===== config.mk =====
export PLATFORM = sky130hd
export DESIGN_NAME = int_div_iter_64b
export DESIGN_NICKNAME = d
export VERILOG_FILES = /design/src/rtl/div_pkg.sv /design/src/rtl/sub_prefix_64b.sv /design/src/rtl/int_div_iter_64b.sv
export SDC_FILE = /design/constraint.sdc
export NUM_CORES = 1
export LEC_CHECK = 0
export CORE_MARGIN = 8
export CORE_UTILIZATION = 54
export CTS_CLUSTER_SIZE = 28
export DETAILED_ROUTE_END_ITERATION = 10
export GPL_TIMING_DRIVEN = 0
export PLACE_DENSITY_LB_ADDON = 0.25
export SYNTH_ARGS = -nofsm -noshare
export SYNTH_HDL_FRONTEND = slang
export SYNTH_SLANG_ARGS = --single-unit

===== constraint.sdc =====
create_clock -name clk_i -period 6.8 [get_ports clk_i]
set_input_delay 1.36 -clock clk_i [delete_from_list [all_inputs] [get_ports clk_i]]
set_output_delay 1.36 -clock clk_i [all_outputs]
set_load 0.05 [all_outputs]

===== src/rtl/div_pkg.sv =====
// Shared types and constants for the iterative 64-bit divider.
package div_pkg;

    typedef enum logic [2:0] {
        IDLE,
        PREP,
        ITER,
        POST,
        DONE
    } div_state_e;

    localparam int unsigned DIV_WIDTH     = 64;
    localparam int unsigned DIV_ITER_LAST = 63;
    localparam logic [63:0] DIV_SMIN      = 64'h8000_0000_0000_0000;

endpackage


===== src/rtl/sub_prefix_64b.sv =====
// 64-bit subtractor a - b built as a + ~b + 1 on a Brent-Kung prefix tree.
// borrow_o is set when b > a (unsigned).
module sub_prefix_64b
    import div_pkg::*;
(
    input  logic [DIV_WIDTH-1:0] a_i,
    input  logic [DIV_WIDTH-1:0] b_i,
    output logic [DIV_WIDTH-1:0] diff_o,
    output logic                 borrow_o
);

    localparam int LOGW = $clog2(DIV_WIDTH);

    logic [DIV_WIDTH-1:0] p;
    logic [DIV_WIDTH-1:0] g;
    logic [DIV_WIDTH-1:0] gfin;
    logic                 unused_ptop;

    assign p = a_i ^ ~b_i;
    assign g = a_i & ~b_i;

    // Up-sweep: black cells build power-of-two group terms.
    for (genvar l = 0; l <= LOGW; l++) begin : g_up
        logic [DIV_WIDTH-1:0] gg;
        logic [DIV_WIDTH-1:0] pp;
        if (l == 0) begin : g_base
            // The +1 carry-in folds into bit 0's generate.
            assign gg = {g[DIV_WIDTH-1:1], g[0] | p[0]};
            assign pp = p;
        end else begin : g_lvl
            for (genvar i = 0; i < DIV_WIDTH; i++) begin : g_bit
                if ((i + 1) % (2 << (l - 1)) == 0) begin : g_blk
                    assign gg[i] = g_up[l-1].gg[i]
                                 | (g_up[l-1].pp[i] & g_up[l-1].gg[i-(1<<(l-1))]);
                    assign pp[i] = g_up[l-1].pp[i] & g_up[l-1].pp[i-(1<<(l-1))];
                end else begin : g_pass
                    assign gg[i] = g_up[l-1].gg[i];
                    assign pp[i] = g_up[l-1].pp[i];
                end
            end
        end
    end

    // Down-sweep: gray cells fill in the remaining prefixes.
    for (genvar d = 0; d < LOGW; d++) begin : g_dn
        logic [DIV_WIDTH-1:0] gg;
        if (d == 0) begin : g_base
            assign gg = g_up[LOGW].gg;
        end else begin : g_lvl
            localparam int S = 1 << (LOGW - 1 - d);
            for (genvar i = 0; i < DIV_WIDTH; i++) begin : g_bit
                if (((i + 1) % (2 * S) == S) && (i >= 2 * S)) begin : g_gray
                    assign gg[i] = g_dn[d-1].gg[i]
                                 | (g_up[LOGW].pp[i] & g_dn[d-1].gg[i-S]);
                end else begin : g_pass
                    assign gg[i] = g_dn[d-1].gg[i];
                end
            end
        end
    end

    assign gfin        = g_dn[LOGW-1].gg;
    assign unused_ptop = ^g_up[LOGW].pp;
    assign diff_o      = p ^ {gfin[DIV_WIDTH-2:0], 1'b1};
    assign borrow_o    = ~gfin[DIV_WIDTH-1];

endmodule


===== src/rtl/int_div_iter_64b.sv =====
// Iterative restoring 64-bit divider, one quotient bit per cycle, with valid/ready handshakes.
// Define DIV_SIGNED_EN for two's-complement support; otherwise signed_i is ignored.
module int_div_iter_64b
    import div_pkg::*;
#(
    parameter int unsigned WIDTH = DIV_WIDTH
) (
    input  logic             clk_i,
    input  logic             rst_i,
    input  logic             in_valid_i,
    output logic             in_ready_o,
    input  logic [WIDTH-1:0] dividend_i,
    input  logic [WIDTH-1:0] divisor_i,
    input  logic             signed_i,
    output logic             out_valid_o,
    input  logic             out_ready_i,
    output logic [WIDTH-1:0] quotient_o,
    output logic [WIDTH-1:0] remainder_o,
    output logic             div_zero_o
);

    localparam int unsigned CW = $clog2(WIDTH);

    div_state_e       state_q;
    logic [WIDTH-1:0] q_q;
    logic [WIDTH-1:0] b_q;
    logic [WIDTH-1:0] rem_q;
    logic [WIDTH-1:0] quo_q;
    logic [WIDTH-1:0] rmd_q;
    logic [CW-1:0]    cnt_q;
    logic             in_ready_q;
    logic             out_valid_q;
    logic             dz_q;

    logic [WIDTH:0]   shifted_d;
    logic [WIDTH-1:0] sub_a_d;
    logic [WIDTH-1:0] sub_b_d;
    logic [WIDTH-1:0] sub_diff;
    logic             sub_borrow;
    logic             q_bit_d;
    logic [WIDTH-1:0] rem_d;

    // Shared subtractor: trial subtraction in ITER, 0 - q_q in PREP/POST.
    always_comb begin
        shifted_d = {rem_q, q_q[WIDTH-1]};
        sub_a_d   = (state_q == ITER) ? shifted_d[WIDTH-1:0] : '0;
        sub_b_d   = (state_q == ITER) ? b_q : q_q;
    end

    sub_prefix_64b u_sub (
        .a_i      (sub_a_d),
        .b_i      (sub_b_d),
        .diff_o   (sub_diff),
        .borrow_o (sub_borrow)
    );

    // A set bit W means shifted >= 2^W > divisor, so the low W bits of the difference are exact.
    assign q_bit_d = shifted_d[WIDTH] | ~sub_borrow;
    assign rem_d   = q_bit_d ? sub_diff : shifted_d[WIDTH-1:0];

`ifdef DIV_SIGNED_EN
    logic             sgn_q;
    logic             neg_q_q;
    logic             neg_r_q;
    logic [WIDTH-1:0] aux_diff;
    logic             unused_aux_borrow;

    // Second negator: divisor magnitude in PREP, remainder sign fix-up in POST.
    sub_prefix_64b u_neg (
        .a_i      ('0),
        .b_i      ((state_q == PREP) ? b_q : rem_q),
        .diff_o   (aux_diff),
        .borrow_o (unused_aux_borrow)
    );
`else
    logic unused_signed;
    assign unused_signed = signed_i;
`endif

    always_ff @(posedge clk_i) begin
        if (rst_i) begin
            state_q     <= IDLE;
            in_ready_q  <= 1'b1;
            out_valid_q <= 1'b0;
            quo_q       <= '0;
            rmd_q       <= '0;
            dz_q        <= 1'b0;
            cnt_q       <= '0;
            q_q         <= '0;
            b_q         <= '0;
            rem_q       <= '0;
`ifdef DIV_SIGNED_EN
            sgn_q       <= 1'b0;
            neg_q_q     <= 1'b0;
            neg_r_q     <= 1'b0;
`endif
        end else begin
            case (state_q)
                IDLE: begin
                    if (in_valid_i && in_ready_q) begin
                        q_q        <= dividend_i;
                        b_q        <= divisor_i;
                        in_ready_q <= 1'b0;
                        state_q    <= PREP;
`ifdef DIV_SIGNED_EN
                        sgn_q      <= signed_i;
`endif
                    end
                end
                PREP: begin
                    if (b_q == '0) begin
                        quo_q       <= '1;
                        rmd_q       <= q_q;
                        dz_q        <= 1'b1;
                        out_valid_q <= 1'b1;
                        state_q     <= DONE;
`ifdef DIV_SIGNED_EN
                    end else if (sgn_q && (q_q == DIV_SMIN) && (b_q == '1)) begin
                        quo_q       <= DIV_SMIN;
                        rmd_q       <= '0;
                        dz_q        <= 1'b0;
                        out_valid_q <= 1'b1;
                        state_q     <= DONE;
`endif
                    end else begin
`ifdef DIV_SIGNED_EN
                        neg_q_q <= sgn_q & (q_q[WIDTH-1] ^ b_q[WIDTH-1]);
                        neg_r_q <= sgn_q & q_q[WIDTH-1];
                        if (sgn_q && q_q[WIDTH-1]) q_q <= sub_diff;
                        if (sgn_q && b_q[WIDTH-1]) b_q <= aux_diff;
`endif
                        rem_q   <= '0;
                        cnt_q   <= '0;
                        state_q <= ITER;
                    end
                end
                ITER: begin
                    rem_q <= rem_d;
                    q_q   <= {q_q[WIDTH-2:0], q_bit_d};
                    cnt_q <= cnt_q + 1'b1;
                    if (cnt_q == CW'(DIV_ITER_LAST)) state_q <= POST;
                end
                POST: begin
`ifdef DIV_SIGNED_EN
                    quo_q <= neg_q_q ? sub_diff : q_q;
                    rmd_q <= neg_r_q ? aux_diff : rem_q;
`else
                    quo_q <= q_q;
                    rmd_q <= rem_q;
`endif
                    dz_q        <= 1'b0;
                    out_valid_q <= 1'b1;
                    state_q     <= DONE;
                end
                DONE: begin
                    if (out_ready_i) begin
                        out_valid_q <= 1'b0;
                        in_ready_q  <= 1'b1;
                        state_q     <= IDLE;
                    end
                end
                default: state_q <= IDLE;
            endcase
        end
    end

    assign in_ready_o  = in_ready_q;
    assign out_valid_o = out_valid_q;
    assign quotient_o  = quo_q;
    assign remainder_o = rmd_q;
    assign div_zero_o  = dz_q;

endmodule


==> run metrics, run 1 <==
post-route core utilization=69.6%; YS warnings=0; Gate power share=17.4%; R2R depth=17; number of max-slew violations in the final report=0; Post-CTS Hold Fix Bufs=0; skew final=0.0205 ns; setup violators final=0; clock slew at reported path FFs=around 0.06 ns; Worst EP arrival=around 6.7 ns; grt ovf=0; EDFF count, synth=0; Routed wire per std cell=21.0 um; initial antenna violation count=0; Synth area leaders=dfxtp_1 41%, nor2_1 8.5%, nand2_1 7.6%, ha_1 4.9%, fa_1 3.9%; router iterations before antenna repair=6; Startpoint Class=flip-flop; WP depth=17; count leader, synth=nor2_1; cell family with most CP delay=compound AO/OA/AOI/OAI gates; Switching Share=29.1%; core footprint=29700 sq um; I/O Buffers=261; post-route antenna net violation count=0; Flop pwr share=between 40% and 50%; DIE WIDTH=190 um; max frequency=159 MHz; Num CTS Buffers=35; Root Driver=clkbuf_16; final critical-path share of the clock period=92.6%; worst-path fanout max=10; htree depth=2; Worst Path Required=about 7.2 ns; first-pass GRT wire length=between 80000 and 90000 um; RR Startpoint=state_q[2]$_SDFFE_PP0P_; die area=36100 sq um; Synth Cell Area=between 15000 and 20000 sq um; Gate Count Post-Synth=1986; Worst VDD drop=roughly 160 uV; Crit-path slowest cell=clkbuf_1; PD cells=247 nW/um^2; TritonCTS clock tree=yes; Clock Power Share=40.2%; Cell Rows=63; Yosys cell types=53; Slew Limit Headroom=10.7%; syn nets=2215; Reg2Reg Setup Slack=0.50 ns; outcome=completed; GP Congestion=0.920; CP Buf/Inv Count=3; origin of the worst setup path=state_q[2]$_SDFFE_PP0P_; largest net degree at the start of global routing=16; DR vias=16500; share of cells above drive strength 1=3.51%; Setup TNS Final=0 ns; Via-to-Cell Ratio=6.13; flops & latches, synth=roughly 330; vias in the first global route=16100; # diodes=0; unrepaired setup endpoints after global routing=no; Period minus WS final=6.30 ns; capture point of the worst reg-to-reg path=rem_q[58]$_SDFFE_PP0P_; end of the critical path=rem_q[58]$_SDFFE_PP0P_; # nets final=2513; multi-input logic area=between 8000 and 9000 sq um; Tot GR Track Use=30.3%; Setup CP Type=flip-flop to flip-flop; Die Span Y=190 um; register area=6650 sq um; DR DRC count=0; Top Ports=264; area leader, netlist=dfxtp_1; Layout area overhead=26.3%; Clock Latency Late Sink=0.53 ns; DP HPWL=42000 um; Sw Pwr=1.49 mW; P_int=3.62 mW; post-synthesis async set-or-reset flop share=0%; post-synthesis average cell area=8.24 sq um; Clock Tree Buf Depth=3; most used flip-flop cell after synthesis=dfxtp_1; Leak=roughly 7.9 nW; starting density of the core=55.1%; Critical Path Sink Type=flip-flop; clk sinks=332; Post-synth top cells=371 x nor2_1, 333 x nand2_1, 332 x dfxtp_1; Worst-Margin Slew=1.33 ns; maxcap violations=0; Final Hold Fails=0; routed wire length=between 50000 and 60000 um; worst-path cell chain=nor2_1 > and2_1 > clkbuf_1 > clkbuf_1 > mux2i_1 > fa_1 > a211oi_1 > o211ai_1 > a211oi_1 > o22ai_1 > o2111ai_1 > nand2_1 > a21oi_1 > inv_1 > a31o_2 > fa_1 > a221o_1; first-iteration detailed-routing DRC count=around 1600; area share of the largest cell type after synthesis=approximately two fifths; sequential fraction of the synthesis area=between 40% and 50%; CP max stage delay=0.66 ns; Hold/Removal Path Class=flip-flop to flip-flop; Fill cells=~2400
## timing repair
action	4_1_cts	5_1_grt
setup endpoints to repair	0	1
gates resized for setup	0	1
setup buffers	0	0
## worst min path at each step
stage                     slack, ns                  from  cells past startpoint                   end
after global placement         0.46  b_q[47]$_SDFFE_PP0P_                      2  b_q[47]$_SDFFE_PP0P_
after floorplan                0.45  b_q[44]$_SDFFE_PP0P_                      2  b_q[44]$_SDFFE_PP0P_
after CTS                      0.47  b_q[35]$_SDFFE_PP0P_                      2  b_q[35]$_SDFFE_PP0P_
after detailed placement       0.46  b_q[42]$_SDFFE_PP0P_                      2  b_q[42]$_SDFFE_PP0P_
after global routing           0.50  b_q[25]$_SDFFE_PP0P_                      2  b_q[25]$_SDFFE_PP0P_
final                          0.47  b_q[35]$_SDFFE_PP0P_                      2  b_q[35]$_SDFFE_PP0P_
## layout make-up
| type | instances | share of cell area (%) |
|---|---|---|
| Multi-Input combinational cell | 1450 | 43.1 |
| Buffer | 150 | 2.95 |
| Timing Repair Buffer | 261 | 12.6 |
| Clock buffer | 45 | 4.71 |
| Sequential cell | 332 | 32.1 |
| Tap cell | 390 | 2.36 |
| Clock inverter | 14 | 1.11 |
| Inverter | 54 | 0.980 |
## sequential cells by signal, summed over array words and instances (netlist names), 3 cells and up
signal / count
state_q: 3
remainder_o: 64
rem_q: 64
q_q: 64
quotient_o: 64
b_q: 64
cnt_q: 6
## power by group through the flow
stage	clock network [mW]	registers (mW)	logic (mW)
2_1_floorplan	0	2.19	0.541
3_3_place_gp	0	2.20	0.848
3_5_place_dp	0	2.20	0.870
4_1_cts	2.05	2.16	0.878
5_1_grt	2.14	2.17	0.973
6_report	2.05	2.16	0.890
## per-stage QoR
step | area (sq um) | power, mW | worst slack, ns | hold WS [ns] | std cells
after floorplan | 16400 | 2.73 | 1.98 | 0.448 | 1986
after global placement | 19500 | 3.04 | 0.607 | 0.458 | 2637
after detailed placement | 19500 | 3.07 | 0.589 | 0.464 | 2637
after CTS | 20700 | 5.09 | 0.524 | 0.473 | 2696
after global routing | 20700 | 5.28 | 0.139 | 0.496 | 2696
final | 20700 | 5.10 | 0.503 | 0.472 | 2696
## per-layer routing
metal,global-route usage (%),vias up,wire length [um]
li1,-,7601,-
met1,38.9,7808,23200
met2,48.1,936,25100
met3,6.88,170,5760
met4,13.5,0,2520
met5,0,-,0
## cell families after synthesis
family,count (synthesis),share of synthesized area (%)
DFF,332,40.6
AOI/OAI and AO/OA,373,16.9
adders and majority gates,96,8.80
muxes,62,3.79
xor gates and xnor gates,31,1.66
and+or+nand+nor,888,23.3
buffers and inverters,204,4.95
## worst min-delay path, cell delays in order, from the launching register on
cell	delay [ns]
dfxtp_1	0.32
nand2_1	0.05
a21oi_1	0.05
## cell usage in the layout (no fill, tap or decap), drive strengths merged, types with 4 or more instances in the layout
master	instances
a211oi	5
buf	29
and4	4
o221ai	36
inv	55
nand3	8
a221o	28
a311oi	64
xor2	4
and2	31
nor4	80
nor2b	5
o21bai	7
a21o	18
bufinv	6
nand2	333
fa	32
mux2i	62
nor2	371
nand4	11
clkdlybuf4s50	261
xnor2	27
and3	30
ha	64
dfxtp	332
clkinv	6
a221oi	66
o21ai	26
a21oi	106
clkbuf	166
(Power assumes the default switching activity.)
==> run 2, diff against run 1 <==
CORE_UTILIZATION = 61   (was 54)
DONT_BUFFER_PORTS = 1   (was default)
HOLD_SLACK_MARGIN = 0.12   (was default)
==> run 2 against run 1 <==
- register-to-register slack about the same
- critical endpoint unchanged
- sequential share of layout area increased by 4.8 points
- power decreased by 3.7%
- critical path depth increased by 3
- final cell count decreased by 11%
- clock power decreased by 4%
- critical path type unchanged
- combinational power decreased by 16%
- clock-buffer cell count increased by 12
- global-route usage increased by 1.7 points
==> run metrics, run 2 (synthesized netlist as in run 1, its figures left out) <==
outcome=completed; Die Span Y=180 um (-5.4%); Top Ports=264 (unchanged); cell repeated most along the worst path=nand2_1; Num CTS Buffers=36 (+2.9%); starting density of the core=61.4% (+6.3 points); Clock Latency Late Sink=0.53 ns (about the same); Root Driver=clkbuf_16; Routed wire per std cell=22.5 um (+7.4%); post-route antenna net violation count=0 (unchanged); setup violators final=0 (unchanged); Setup TNS Final=0 ns (unchanged); Crit-path slowest cell=clkdlybuf4s15_1; Fill cells=2235 (-7.5%); worst hold slack=0.473 ns (+0.000731 ns); DP HPWL=39900 um (-5.1%); Post-CTS Setup Inserts=0 (unchanged); Startpoint Class=flip-flop; Layout area overhead=9.83%; worst-path fanout max=10 (unchanged); I/O Buffers=0 (-100%); # nets final=2253 (-10%); Setup CP Type=flip-flop to flip-flop; DR vias=15500 (-6.1%); Final Hold Fails=0 (unchanged); DIE WIDTH=180 um (-5.4%); post-route core utilization=67.5% (-2.1 points); pre-CTS setup slack=0.530 ns (-0.0593 ns); min setup slack post-route=0.491 ns (-0.0118 ns); gr busiest metal=met2; router iterations before antenna repair=6 (unchanged); met1 usage=39.0% (+0.064 points); unrepaired setup endpoints after global routing=no; Hold/Removal Path Class=flip-flop to flip-flop; PD cells=273 nW/um^2 (+11%); initial antenna violation count=6 (+6); Cell Rows=60 (-4.8%); GR Util met2=50.7% (+2.6 points); clock slew at reported path FFs=0.07 ns (about the same); maxcap violations=0 (unchanged); routed wire length=53900 um (-4.8%); htree depth=2 (unchanged); Clock Tree Buf Depth=3 (unchanged); Period minus WS final=6.31 ns (+0.0118 ns); clk sinks=332 (unchanged); number of max-slew violations in the final report=0 (unchanged); skew final=0.0150 ns (-0.00552 ns); most common cell after layout, fill and taps aside=nor2_1; grt ovf=0 (unchanged); Tot GR Track Use=32.0% (+1.7 points); worst-path cell chain=nor2_1 > and2_1 > clkdlybuf4s15_1 > clkbuf_2 > nand2_1 > nand2_1 > ha_1 > inv_1 > fa_1 > a211oi_1 > o211ai_1 > a211oi_1 > o22ai_1 > o2111ai_1 > nand2_1 > a21oi_1 > inv_1 > a31o_2 > fa_1 > a221o_1; TritonCTS clock tree=yes; most frequent cells in the layout=371 x nor2_1, 333 x nand2_1, 332 x dfxtp_1; GP Congestion=0.926 (+0.64%); CP max stage delay=0.71 ns (+0.05 ns); Leak=6.96 nW (-12%); total chip power=4.91 mW (-3.7%); first-pass GRT wire length=83800 um (-5.5%); vias in the first global route=15200 (-5.4%); Critical Path Sink Type=flip-flop; die area=32300 sq um (-11%); Worst VDD drop=201 uV (+24%); core footprint=26700 sq um (-10%); Slew Limit Headroom=10.4% (-0.25 points); first-iteration detailed-routing DRC count=1460 (-6.9%); largest net degree at the start of global routing=14 (-2); Worst-Margin Slew=1.33 ns (+0.00372 ns); Worst Path Required=7.21 ns (about the same); share of cells above drive strength 1=3.96% (+0.44 points); final critical-path share of the clock period=92.8% (+0.17 points); GRT met3 Usage=9.86% (+3.0 points); Worst EP arrival=6.71 ns (about the same); DR DRC count=0 (unchanged); Via-to-Cell Ratio=6.49 (+5.9%); max frequency=159 MHz (-0.19%)
[run 2: cell types whose count changed in the layout (fill, tap and decap cells not counted), moves of 2 or more]
cell             change
clkbuf_16            +2
clkbuf_1             +2
clkbuf_8             +6
bufinv_16            -5
clkdlybuf4s50_1    -261
[run 2: worst max-delay path, delay by kind of cell, from the launching register on]
kind | cells | cell delay [ns]
adder cells (fa/ha/maj) | 3 | 1.12
flip-flops | 1 | 0.38
buffers and inverters | 4 | 1.34
AO/OA/AOI/OAI | 8 | 2.38
AND/OR/NAND/NOR | 5 | 0.96
[run 2: metal layers]
metal | wire length [um] | share of wire, %
met2 | 23700 | 44
met3 | 6700 | 12
met4 | 2790 | 5.2
met1 | 20600 | 38
met5 | 54 | 0.10
[run 2: final cells by class]
class	count	area, sq um	area share [%]
Antenna cell	1	2.50	0.0139
Buffer	150	617	3.43
Clock buffer	57	1120	6.23
Clock inverter	5	50.0	0.278
Inverter	54	203	1.13
Multi-Input combinational cell	1450	8910	49.6
Sequential cell	332	6650	37.0
Tap cell	341	427	2.37
[run 2: repair_timing]
| item | in CTS | in global routing |
|---|---|---|
| setup endpoints to repair | 0 | 2 |
| hold buffers | 0 | 0 |
| resized for setup | 0 | 5 |
[run 2: final timing paths]
kind         depth (start not counted)                endpoint  slack (ns)               startpoint
min reg2reg                          2    b_q[44]$_SDFFE_PP0P_        0.47     b_q[44]$_SDFFE_PP0P_
max reg2reg                         20  rem_q[58]$_SDFFE_PP0P_        0.49  state_q[2]$_SDFFE_PP0P_
max                                 20  rem_q[58]$_SDFFE_PP0P_        0.49  state_q[2]$_SDFFE_PP0P_
min                                  2    b_q[44]$_SDFFE_PP0P_        0.47     b_q[44]$_SDFFE_PP0P_
[run 2: metrics by stage]
stage                     cells  cell area [sq um]
final                      2390              18000
after global routing       2390              18000
after CTS                  2389              18000
after detailed placement   2327              16800
after global placement     2327              16800
after floorplan            1986              16400
[run 2: power by group]
group	internal [mW]	switching, mW
logic	0.258	0.488
clock network	1.16	0.801
registers	2.04	0.164
total	3.46	1.45
==> run 3, diff against run 2 <==
GPL_TIMING_DRIVEN = 1   (was 0)
==> run 3 against run 2 <==
- sequential power hardly changed
- maximum frequency is 9.3% higher
- worst hold slack worse by 0.0015 ns
- critical endpoint unchanged
- largest cell class unchanged
- largest power group unchanged
==> run metrics, run 3 (synthesized netlist as in run 1, its figures left out) <==
DR DRC count=0 (unchanged); clk sinks=332 (unchanged); Critical Path Sink Type=flip-flop; Num CTS Buffers=35 (-2.8%); PD cells=275 nW/um^2 (+0.49%); first-iteration detailed-routing DRC count=1247 (-15%); Switching Share=27.9% (-1.6 points); Top Ports=264 (unchanged); Tot GR Track Use=28.2% (-3.7 points); Worst EP arrival=6.16 ns (-0.55 ns); Via-to-Cell Ratio=6.45 (-0.63%); clock slew at reported path FFs=0.06 ns (about the same); Clock Tree Buf Depth=3 (unchanged); DP HPWL=31600 um (-21%); Gate power share=14.0% (-1.2 points); Root Driver=clkbuf_16; setup violators final=0 (unchanged); gr busiest metal=met2; final critical-path share of the clock period=84.9% (-7.9 points); unrepaired setup endpoints after global routing=no; GRT met3 Usage=8.35% (-1.5 points); Post-CTS Hold Fix Bufs=0 (unchanged); # resized after CTS=0 (unchanged); CP max stage delay=0.59 ns (-0.12 ns); Post-CTS Setup Inserts=0 (unchanged); cell repeated most along the worst path=a21oi_1; I/O Buffers=0 (unchanged); Sw Pwr=1.35 mW (-7.0%); worst-path cell chain=nor2_2 > and2_2 > buf_4 > mux2i_1 > ha_1 > a21oi_1 > o21ai_0 > a211oi_1 > o22ai_1 > o2111ai_1 > nand2_1 > a21oi_1 > inv_1 > a31o_2 > fa_1 > a221o_1; Hold/Removal Path Class=flip-flop to flip-flop; # diodes=0 (-1); min setup slack post-route=1.03 ns (+0.538 ns); largest net degree at the start of global routing=271 (+257); most frequent cells in the layout=370 x nor2_1, 331 x dfxtp_1, 329 x nand2_1; Final Hold Fails=0 (unchanged); Period minus WS final=5.77 ns (-0.538 ns); # nets final=2120 (-5.9%); Worst-Margin Slew=1.08 ns (-0.251 ns); Setup CP Type=flip-flop to flip-flop; Die Span Y=180 um (unchanged); Worst VDD drop=183 uV (-8.8%); starting density of the core=61.4% (unchanged); initial antenna violation count=0 (-6); pre-CTS setup slack=1.22 ns (+0.694 ns); TritonCTS clock tree=yes; maxcap violations=0 (unchanged); skew final=0.0107 ns (-0.00429 ns); Startpoint Class=flip-flop; Clock Latency Late Sink=0.51 ns (-0.02 ns); Leak=6.86 nW (-1.5%); GP Congestion=0.856 (-7.6%); grt ovf=0 (unchanged); routed wire length=47800 um (-11%); share of cells above drive strength 1=4.86% (+0.90 points); Cell Rows=60 (unchanged); max frequency=173 MHz (+9.3%); DIE WIDTH=180 um (unchanged); Routed wire per std cell=21.2 um (-6.0%); GR Util met2=46.5% (-4.3 points); first-pass GRT wire length=76000 um (-9.3%); htree depth=2 (unchanged); Flop pwr share=45.5% (+0.7 points); Worst Path Required=7.19 ns (-0.02 ns); outcome=completed; core footprint=26700 sq um (unchanged); P_int=3.49 mW (+0.77%); Layout area overhead=7.62%; most common cell after layout, fill and taps aside=nor2_1; post-route antenna net violation count=0 (unchanged); Crit-path slowest cell=buf_4; vias in the first global route=14300 (-6.4%); number of max-slew violations in the final report=0 (unchanged); worst-path fanout max=38 (+28); router iterations before antenna repair=5 (-1); Setup TNS Final=0 ns (unchanged); met1 usage=34.5% (-4.5 points); die area=32300 sq um (unchanged); Slew Limit Headroom=28.0% (+18 points); DR vias=14500 (-6.2%); Clock Power Share=40.5% (+0.5 points)
[run 3: worst paths after layout]
kind / start / to / slack [ns] / cells after the start
min: b_q[19]$_SDFFE_PP0P_ / b_q[19]$_SDFFE_PP0P_ / 0.47 / 2
min reg2reg: b_q[19]$_SDFFE_PP0P_ / b_q[19]$_SDFFE_PP0P_ / 0.47 / 2
max: state_q[2]$_SDFFE_PP0P_ / rem_q[58]$_SDFFE_PP0P_ / 1.03 / 16
max reg2reg: state_q[2]$_SDFFE_PP0P_ / rem_q[58]$_SDFFE_PP0P_ / 1.03 / 16
[run 3: critical path: cells and delay by family, from the launching register on]
family | cells | cell delay [ns]
DFF | 1 | 0.39
AOI/OAI and AO/OA | 8 | 2.40
muxes | 1 | 0.29
and+or+nand+nor | 3 | 1.03
adders and majority gates | 2 | 0.78
buffers and inverters | 2 | 0.72
[run 3: layout make-up]
class                      count  area [sq um]
fill                        2183          9030
clock buffer                  52          1070
multi-input combinational   1450          8980
timing repair buffer          18           173
inverter                      54           203
tap                          341           427
sequential                   332          6650
clock inverter                 8           115
[run 3: through the flow]
stage	hold WS [ns]	std cells	cell area, sq um	power [mW]	util, %
floorplan	0.448	1986	16400	2.73	-
global placement	0.458	2195	16400	2.88	61.7
detailed placement	0.459	2195	16400	2.91	61.7
CTS	0.467	2255	17600	4.86	66.1
global route	0.486	2255	17600	5.03	66.1
finish	0.471	2255	17600	4.84	66.1
[run 3: per-layer routing]
layer	wire length, um	up-vias	share of wire, %
met3	4800	105	10
met2	22400	639	47
met1	19000	6989	40
li1	-	6809	-
met5	0	-	0
met4	1530	0	3.2
[run 3: power groups by stage]
stage	clock [mW]	sequential (mW)	combinational (mW)
global placement	0	2.24	0.642
floorplan	0	2.19	0.541
global route	2.06	2.21	0.757
detailed placement	0	2.24	0.667
finish	1.96	2.20	0.676
CTS	1.99	2.20	0.673
